[src/rtl/matrix_mac_stream.sv]
// Streaming fixed-point matrix multiplier C = A*B with round-half-up,
// saturation, a sticky overflow flag and a valid/ready result port.
module matrix_mac_stream #(
    parameter int M          = 3,
    parameter int K          = 3,
    parameter int N          = 3,
    parameter int DATA_WIDTH = 16,
    parameter int FRAC_BITS  = 8,
    parameter int ACC_WIDTH  = 2*DATA_WIDTH + $clog2(K) + 1,
    localparam int AW_A = (M*K > 1) ? $clog2(M*K) : 1,
    localparam int AW_B = (K*N > 1) ? $clog2(K*N) : 1,
    localparam int RW   = (M > 1) ? $clog2(M) : 1,
    localparam int CW   = (N > 1) ? $clog2(N) : 1,
    localparam int KW   = (K > 1) ? $clog2(K) : 1
) (
    input  logic                  clk,
    input  logic                  rst,
    input  logic                  start,
    input  logic [DATA_WIDTH-1:0] mat_a_data,
    input  logic [AW_A-1:0]       mat_a_addr,
    input  logic                  mat_a_wen,
    input  logic [DATA_WIDTH-1:0] mat_b_data,
    input  logic [AW_B-1:0]       mat_b_addr,
    input  logic                  mat_b_wen,
    output logic [DATA_WIDTH-1:0] c_data,
    output logic [RW-1:0]         c_row,
    output logic [CW-1:0]         c_col,
    output logic                  c_last,
    output logic                  c_valid,
    input  logic                  c_ready,
    output logic                  busy,
    output logic                  done,
    output logic                  overflow
);

    typedef enum logic [1:0] {IDLE, CALC, OUT, DONE} state_t;

    localparam logic [KW-1:0] K_LAST = KW'(K - 1);
    localparam logic [RW-1:0] I_LAST = RW'(M - 1);
    localparam logic [CW-1:0] J_LAST = CW'(N - 1);
    // (1 << F) >> 1 yields 2^(F-1), or 0 when F = 0.
    localparam logic signed [ACC_WIDTH-1:0] RND = (ACC_WIDTH'(1) << FRAC_BITS) >> 1;
    localparam logic signed [ACC_WIDTH-1:0] SAT_MAX =
        {{(ACC_WIDTH-DATA_WIDTH+1){1'b0}}, {(DATA_WIDTH-1){1'b1}}};
    localparam logic signed [ACC_WIDTH-1:0] SAT_MIN =
        {{(ACC_WIDTH-DATA_WIDTH+1){1'b1}}, {(DATA_WIDTH-1){1'b0}}};

    state_t state, state_next;

    logic signed [DATA_WIDTH-1:0]   mem_a [M*K];
    logic signed [DATA_WIDTH-1:0]   mem_b [K*N];
    logic [RW-1:0]                  i;
    logic [CW-1:0]                  j;
    logic [KW-1:0]                  k;
    logic signed [ACC_WIDTH-1:0]    acc;

    logic [AW_A-1:0]                a_idx;
    logic [AW_B-1:0]                b_idx;
    logic signed [2*DATA_WIDTH-1:0] prod;
    logic signed [ACC_WIDTH-1:0]    sum;
    logic signed [ACC_WIDTH-1:0]    rounded;
    logic                           sat_hi;
    logic                           sat_lo;
    logic [DATA_WIDTH-1:0]          result;

    // Coefficient stores are not reset; they persist across runs.
    always_ff @(posedge clk) begin
        if (mat_a_wen && !busy && (32'(mat_a_addr) < M*K))
            mem_a[mat_a_addr] <= mat_a_data;
        if (mat_b_wen && !busy && (32'(mat_b_addr) < K*N))
            mem_b[mat_b_addr] <= mat_b_data;
    end

    always_comb begin
        a_idx   = AW_A'(32'(i) * K + 32'(k));
        b_idx   = AW_B'(32'(k) * N + 32'(j));
        prod    = (2*DATA_WIDTH)'(mem_a[a_idx]) * (2*DATA_WIDTH)'(mem_b[b_idx]);
        sum     = acc + ACC_WIDTH'(prod);
        rounded = (sum + RND) >>> FRAC_BITS;
        sat_hi  = rounded > SAT_MAX;
        sat_lo  = rounded < SAT_MIN;
        if (sat_hi)
            result = {1'b0, {(DATA_WIDTH-1){1'b1}}};
        else if (sat_lo)
            result = {1'b1, {(DATA_WIDTH-1){1'b0}}};
        else
            result = rounded[DATA_WIDTH-1:0];
    end

    always_ff @(posedge clk) begin
        if (rst)
            state <= IDLE;
        else
            state <= state_next;
    end

    always_comb begin
        state_next = state;
        case (state)
            IDLE: if (start) state_next = CALC;
            CALC: if (k == K_LAST) state_next = OUT;
            OUT:  if (c_ready) state_next = c_last ? DONE : CALC;
            DONE: state_next = IDLE;
            default: state_next = IDLE;
        endcase
    end

    always_comb begin
        busy = 1'b0;
        done = 1'b0;
        case (state)
            CALC, OUT: busy = 1'b1;
            DONE:      done = 1'b1;
            default: ;
        endcase
    end

    always_ff @(posedge clk) begin
        if (rst) begin
            c_data   <= '0;
            c_row    <= '0;
            c_col    <= '0;
            c_last   <= 1'b0;
            c_valid  <= 1'b0;
            overflow <= 1'b0;
            acc      <= '0;
            i        <= '0;
            j        <= '0;
            k        <= '0;
        end else begin
            case (state)
                IDLE: begin
                    if (start) begin
                        i        <= '0;
                        j        <= '0;
                        k        <= '0;
                        acc      <= '0;
                        overflow <= 1'b0;
                    end
                end
                CALC: begin
                    if (k == K_LAST) begin
                        c_data   <= result;
                        c_row    <= i;
                        c_col    <= j;
                        c_last   <= (i == I_LAST) && (j == J_LAST);
                        c_valid  <= 1'b1;
                        overflow <= overflow | sat_hi | sat_lo;
                        acc      <= '0;
                        k        <= '0;
                    end else begin
                        acc <= sum;
                        k   <= k + 1'b1;
                    end
                end
                OUT: begin
                    if (c_ready) begin
                        c_valid <= 1'b0;
                        if (!c_last) begin
                            if (j == J_LAST) begin
                                j <= '0;
                                i <= i + 1'b1;
                            end else begin
                                j <= j + 1'b1;
                            end
                        end
                    end
                end
                default: ;
            endcase
        end
    end

endmodule

[config.mk]
export PLATFORM = sky130hd
export DESIGN_NAME = matrix_mac_stream
export DESIGN_NICKNAME = d
export VERILOG_FILES = /design/src/rtl/matrix_mac_stream.sv
export SDC_FILE = /design/constraint.sdc
export NUM_CORES = 1
export LEC_CHECK = 0
export ABC_CLOCK_PERIOD_IN_PS = 13500
export BUFFER_PORTS_ARGS = -buffer_cell sky130_fd_sc_hd__clkbuf_2
export CAP_MARGIN = 20
export CORE_UTILIZATION = 64
export CTS_CLUSTER_SIZE = 30
export DETAILED_ROUTE_END_ITERATION = 8
export HOLD_SLACK_MARGIN = 0.02
export PLACE_DENSITY_LB_ADDON = 0.12
export SLEW_MARGIN = 10
export SYNTH_ARGS = -nofsm -noshare
export SYNTH_HDL_FRONTEND = slang
export SYNTH_SLANG_ARGS = --single-unit
[constraint.sdc]
create_clock -name clk -period 13.5 [get_ports clk]
set_clock_uncertainty 0.1 [all_clocks]
set_input_delay 0.675 -clock clk [delete_from_list [all_inputs] [get_ports clk]]
set_output_delay 0.675 -clock clk [all_outputs]
set_load 0.02 [all_outputs]
# Word level (Yosys, flattened, before mapping)
# Memories as Yosys holds them, arrays and structs flattened.
# Cells that the tools add are included.
[classes]
n_addsub = 7
multipliers = 3
n_lt_le_gt_ge = 4
eq_ne = 11
n_mux = 33
n_bitwise = 2
n_reduce_logical = 18
[ops]
columns = ["cell", "count"]
rows = [
  ["$mux 35", 2],
  ["$pmux 35 s2", 1],
  ["$add 35x32->35", 1],
  ["$add 35x9->35 const B", 1],
  ["$mul 16x16->32", 1],
  ["$mux 16", 2],
  ["$gt 27x16->1 const B", 1],
  ["$lt 27x16->1 const B", 1],
  ["$mux 2", 12],
  ["$pmux 2 s2", 3],
  ["$eq 2x2->1 const B", 5],
  ["$mux 1", 10],
  ["$ne 2x2->1 const B", 5],
  ["$reduce_and 3->1", 3],
  ["$add 4x2->4", 2],
  ["$lt 4x4->1 const B", 2],
  ["$mul 2x2->4 const B", 2],
  ["$pmux 2 s4", 1],
  ["$add 2x1->2 const B", 3],
  ["$reduce_bool 2->1", 3],
  ["$logic_and 1x1->1", 5],
  ["$reduce_and 5->1", 1],
  ["$pmux 1 s2", 2],
  ["$reduce_and 2->1", 2],
  ["other kinds (6)", 7],
]
[word_totals]
reg_bits = 66
ramBits = 288
inputBits = 46
out_inout_bits = 25
elab_cells = 91
mem_count = 2
[mem_list]
columns = ["name", "words", "word_bits", "rd", "rd_clocked_by_memory_dff", "write_ports", "line_no", "text"]
rows = [
  ["mem_a", 9, 16, 1, 0, 1, "50", "logic signed [DATA_WIDTH-1:0] mem_a [M*K];"],
  ["mem_b", 9, 16, 1, 0, 1, "51", "logic signed [DATA_WIDTH-1:0] mem_b [K*N];"],
]

# Logic depth before layout (Yosys ltp)
# An unclocked memory read counts as a cell.
[depth]
ltp_word = 11
mapped_depth = 40
ltp_nobuf = 35

# Worst setup path after synthesis
# No wires, ideal clock.
[synth_timing]
path_kind = "reg-to-reg"
startpoint = "reg j[1]"
endpoint = "reg c_data[10]"
setup_time_ps = 142
arrival_time_ps = 10304
required_ps = 13258
path_slack_ps = 2953
path_stages_with_launch = 41
path_buffers = 7
synth_period_minus_slack_ps = 10547
cell_sequence = "dfxtp_1 > inv_1 > fa_1 > inv_1 > ha_1 > inv_1 > fa_1 > buf_1 > buf_1 > mux2i_1 > nand2_1 > o21ai_1 > clkbuf_1 > nor2_1 > fa_1 > inv_1 > fa_1 > fa_1 > [... 5 more ...] > inv_1 > ha_1 > buf_2 > a21oi_1 > o2111ai_1 > a21oi_2 > o21a_1 > o211ai_1 > or4_1 > clkbuf_1 > or2_1 > clkbuf_1 > or4_4 > nor4_1 > o211ai_2 > a21oi_2 > buf_6 > o32ai_2"
[synth_between]
elab_chain_len = 8
elab_cells_between_ends = 9
classes_between = "add/sub: 3; mul: 1; order compare: 2; mux: 2; memory: 1"
[synth_lines]
columns = ["element", "line_no", "text"]
rows = [
  ["start, declared", "53", "logic [CW-1:0] j;"],
  ["start signal, assigned", "164", "j <= j + 1'b1;"],
  ["$add 4x2->4 (*)", "76", "b_idx = AW_B'(32'(k) * N + 32'(j));"],
  ["$mem_v2 9x16 (*)", "--", ""],
  ["$mul 16x16->32 (*)", "77", "prod = (2*DATA_WIDTH)'(mem_a[a_idx]) * (2*DATA_WIDTH)'(mem_b[b_idx]);"],
  ["$add 35x32->35 (*)", "78", "sum = acc + ACC_WIDTH'(prod);"],
  ["$add 35x9->35 (*)", "79", "rounded = (sum + RND) >>> FRAC_BITS;"],
  ["$lt 27x16->1", "81", "sat_lo = rounded < SAT_MIN;"],
  ["$mux 16", "84", "else if (sat_lo)"],
  ["$mux 16 (*)", "82", "if (sat_hi)"],
  ["end signal, assigned", "143", "c_data <= result;"],
  ["end, declared", "25", "output logic [DATA_WIDTH-1:0] c_data,"],
]
# Mark *: on every way between the ends. The rest lies on a longest branch, timed or not.
# A chain may end at the register's enable or synchronous reset.

# Worst setup path in the final report
[layout_timing]
startpoint = "reg i[1]"
endpoint = "reg c_data[9]"
[layout_between]
elab_chain_len = 9
elab_cells_between_ends = 10
classes_between = "add/sub: 3; mul: 2; order compare: 2; mux: 2; memory: 1"
[layout_lines]
columns = ["element", "line_no", "text"]
rows = [
  ["start, declared", "52", "logic [RW-1:0] i;"],
  ["start signal, assigned", "162", "i <= i + 1'b1;"],
  ["$mul 2x2->4 (*)", "75", "a_idx = AW_A'(32'(i) * K + 32'(k));"],
  ["$add 4x2->4 (*)", "75", ""],
  ["$mem_v2 9x16 (*)", "--", ""],
  ["$mul 16x16->32 (*)", "77", ""],
  ["$add 35x32->35 (*)", "78", ""],
  ["$add 35x9->35 (*)", "79", ""],
  ["$lt 27x16->1", "81", ""],
  ["$mux 16", "84", ""],
  ["$mux 16 (*)", "82", ""],
]
# Marks and branches as above.

==> flow_summary.rst <==
.. list-table::
   :header-rows: 1

   * - Metric
     - Value
   * - Final cycle utilization of the critical path
     - 0.874
   * - Final core utilization
     - 0.713
   * - Startpoint type of the worst setup path
     - flip-flop
   * - Placeable core region
     - about 0.04 mm^2
   * - Yosys reg bits
     - 354
   * - Number of synthesized flops with an enable pin
     - around 290
   * - First drt pass iteration count
     - 5
   * - Clock tree from TritonCTS
     - yes
   * - RSZ-0062 raised after global routing
     - false
   * - Warnings from Yosys
     - 0
   * - Worst slew margin relative to its limit
     - 0.281
   * - Die boundary width
     - a little over 200 um
   * - Largest net degree at the start of global routing
     - between 80 and 90
   * - Critical path's largest stage delay
     - roughly 1.2 ns
   * - Cell class contributing the biggest share of worst-path delay
     - adder cells
   * - Post-synthesis average cell area
     - ~12 um^2
   * - Synth-to-layout area growth
     - 8.94%
   * - Nets@finish
     - approximately 2800
   * - Total Die Area
     - around 0.042 mm^2
   * - Worst setup path class
     - reg2reg
   * - CP arrival
     - 12.08 ns
   * - First-pass GRT wire length
     - a little under 100000 um
   * - Critical path data required time
     - around 14 ns
   * - Pins over their slew limit
     - 0
   * - Most common flop cell mapped by yosys
     - edfxtp_1
   * - TritonCTS Sinks
     - approximately 350
   * - Setup TNS after final layout
     - 0 ns
   * - Vert. Die Dim
     - 204 um
   * - Number of buffers created by CTS
     - 38
   * - GRT met1 Usage
     - 0.418
   * - Remaining DRCs
     - 0
   * - Top-area cell type share of the netlist area
     - 0.330
   * - H-tree level count
     - 2
   * - Placed wire-length estimate
     - 46000 um
   * - Min Clock Period, post-route
     - between 10 and 15 ns
   * - Quantity of hold-fixing buffers added after cts
     - 0
   * - Starting density of the core
     - 0.654
   * - Cell chosen for the clock root
     - clkbuf_16
   * - Num rows
     - 73
   * - Max frequency
     - 84.8 MHz
   * - Number of nets with antenna violations after detailed routing
     - 0
   * - DRT iter0 DRCs
     - ~1100
   * - WL per Instance
     - about 22 um
   * - Cell type with the largest total area after synthesis
     - edfxtp_1
   * - Endpoints failing hold
     - 0
   * - Share of post-route cells with drive strength above 1
     - 0.123
   * - # IOs
     - about 70
   * - PostCTS Resize Cnt
     - 0
   * - Commonest cells in the synthesized netlist
     - inv_1, fa_1, edfxtp_1
   * - Async S/R FF share, synth
     - 0
   * - # port buffers
     - 70
   * - DRT Wirelength
     - roughly 60000 um
   * - Buffer depth of the longest clock path
     - 3
   * - Critical path fanouts, max
     - 16
   * - Routed vias/inst
     - ~6
   * - Post-CTS setup-driven buffer insertion count
     - 0
   * - Sequential area share after synthesis
     - 0.381
   * - Worst Tran Pin Value
     - approximately 1.1 ns
   * - Buffers and inverters on the worst path
     - 6
   * - GRT Overall Usage
     - 0.307
   * - Hold WC Path Type
     - in2reg
   * - Via count of the routed design
     - 16978
   * - Number of antenna violations at the first check in global routing
     - 0
   * - Max-cap violations
     - 0
   * - Syn_nets
     - between 2000 and 3000
   * - Library cell with the highest instance count after synthesis
     - inv_1
   * - Post-synthesis cell area
     - around 0.026 mm^2
   * - Clock transition at path regs
     - around 0.060 ns
   * - Clock insertion delay at the later pin of the skew report
     - 0.58 ns
   * - Number of endpoints failing setup at the final stage
     - 0
   * - Vias in the first global route
     - 17828
   * - Final Wtd Congestion
     - about 0.98
   * - Count of different cell masters after synthesis
     - 76
   * - Cell with the largest stage delay on the worst path
     - fa_1
   * - Global routing's busiest layer
     - met2
   * - Antenna diode count
     - 0
   * - Routing usage on met2
     - 0.507
   * - Most common cell type on the critical path
     - fa_1
   * - Met3 capacity usage during global routing
     - 0.0448
   * - Total congestion overflow
     - 0
   * - Endpoint class of the critical path
     - flip-flop
   * - Count of mapped cells out of synthesis
     - between 2000 and 2500
   * - Run status
     - completed
   * - Largest cells by area after synthesis
     - edfxtp_1, fa_1, ha_1
==> cell type report <==
| type | count | area [um^2] |
|---|---|---|
| Fill cell | 2780 | 11500 |
| Tap cell | 525 | 657 |
| Sequential cell | 354 | 9970 |
| Inverter | 340 | 1280 |
| Timing Repair Buffer | 115 | 704 |
| Multi-Input combinational cell | 1437 | 14700 |
| Clock inverter | 19 | 225 |
| Clock buffer | 45 | 997 |
==> routing by layer <==
| layer | up-vias | share of wire |
|---|---|---|
| met1 | 8586 | 0.42 |
| met3 | 124 | 0.065 |
| met2 | 637 | 0.49 |
| li1 | 7631 | - |
| met5 | - | 0 |
| met4 | 0 | 0.030 |
==> final timing paths <==
path	startpoint	endpoint	slack, ns	cells past startpoint
min reg2reg	c_row[0]	c_row[0]	0.36	2
min	mat_a_data[5]	mem_a[7][5]	0.30	1
max	i[1]	c_data[9]	1.70	32
max reg2reg	i[1]	c_data[9]	1.70	32
==> state kept, by name, summed over array words and instances (netlist names) <==
register and count:
acc 35, c_col 2, c_data 16, c_last 1, c_row 2, c_valid 1, i 2, j 2
k 2, mem_a 144, mem_b 144, overflow 1, state 2
==> cell families (layout without fill, tap and decap cells) <==
logic type,Yosys count,in the layout,synth area share
AND/OR/NAND/NOR,582,582,0.0994
flip-flops,354,354,0.381
XOR/XNOR,49,49,0.0167
AO/OA/AOI/OAI,273,273,0.0758
multiplexers,102,102,0.0698
buffers and inverters,424,519,0.0613
adder cells (fa/ha/maj),431,431,0.296
==> worst reg2reg max path: cells and delay by family (launching register included) <==
kind / cells / cell delay [ns]
AOI/OAI and AO/OA: 6 / 1.59
xor gates and xnor gates: 1 / 0.27
adders and majority gates: 10 / 5.59
buffers and inverters: 6 / 0.72
DFF: 1 / 0.51
muxes: 1 / 0.30
and+or+nand+nor: 8 / 2.49
==> metrics by stage <==
step / setup slack (ns) / std cells / area (um^2) / hold slack, ns
floorplan: 2.95 / 2215 / 26200 / 0.361
global placement: 1.84 / 2768 / 27200 / 0.345
detailed placement: 1.65 / 2769 / 27300 / 0.351
CTS: 1.52 / 2833 / 28500 / 0.272
global route: 1.03 / 2835 / 28500 / 0.294
finish: 1.70 / 2835 / 28500 / 0.298
==> cell usage in the layout, fill, tap and decap left out, types with 14 or more instances in the layout <==
cell and count:
a21o_1 19, a21oi_1 62, a22oi_1 32, buf_4 43
clkbuf_16 38, clkbuf_2 70, dfxtp_1 66, edfxtp_1 288
fa_1 314, ha_1 115, inv_1 340, mux2i_1 35
mux4_2 64, nand2_1 164, nand2b_1 20, nand3_1 14
nor2_1 257, nor3_1 24, o21a_1 20, o21ai_0 26
o21ai_1 22, or3_1 20, xnor2_1 34, xor2_1 14
Power is left out: the tool's default activity adds up to more than one toggle a clock period on the data nets, which glitch-free logic cannot reach.
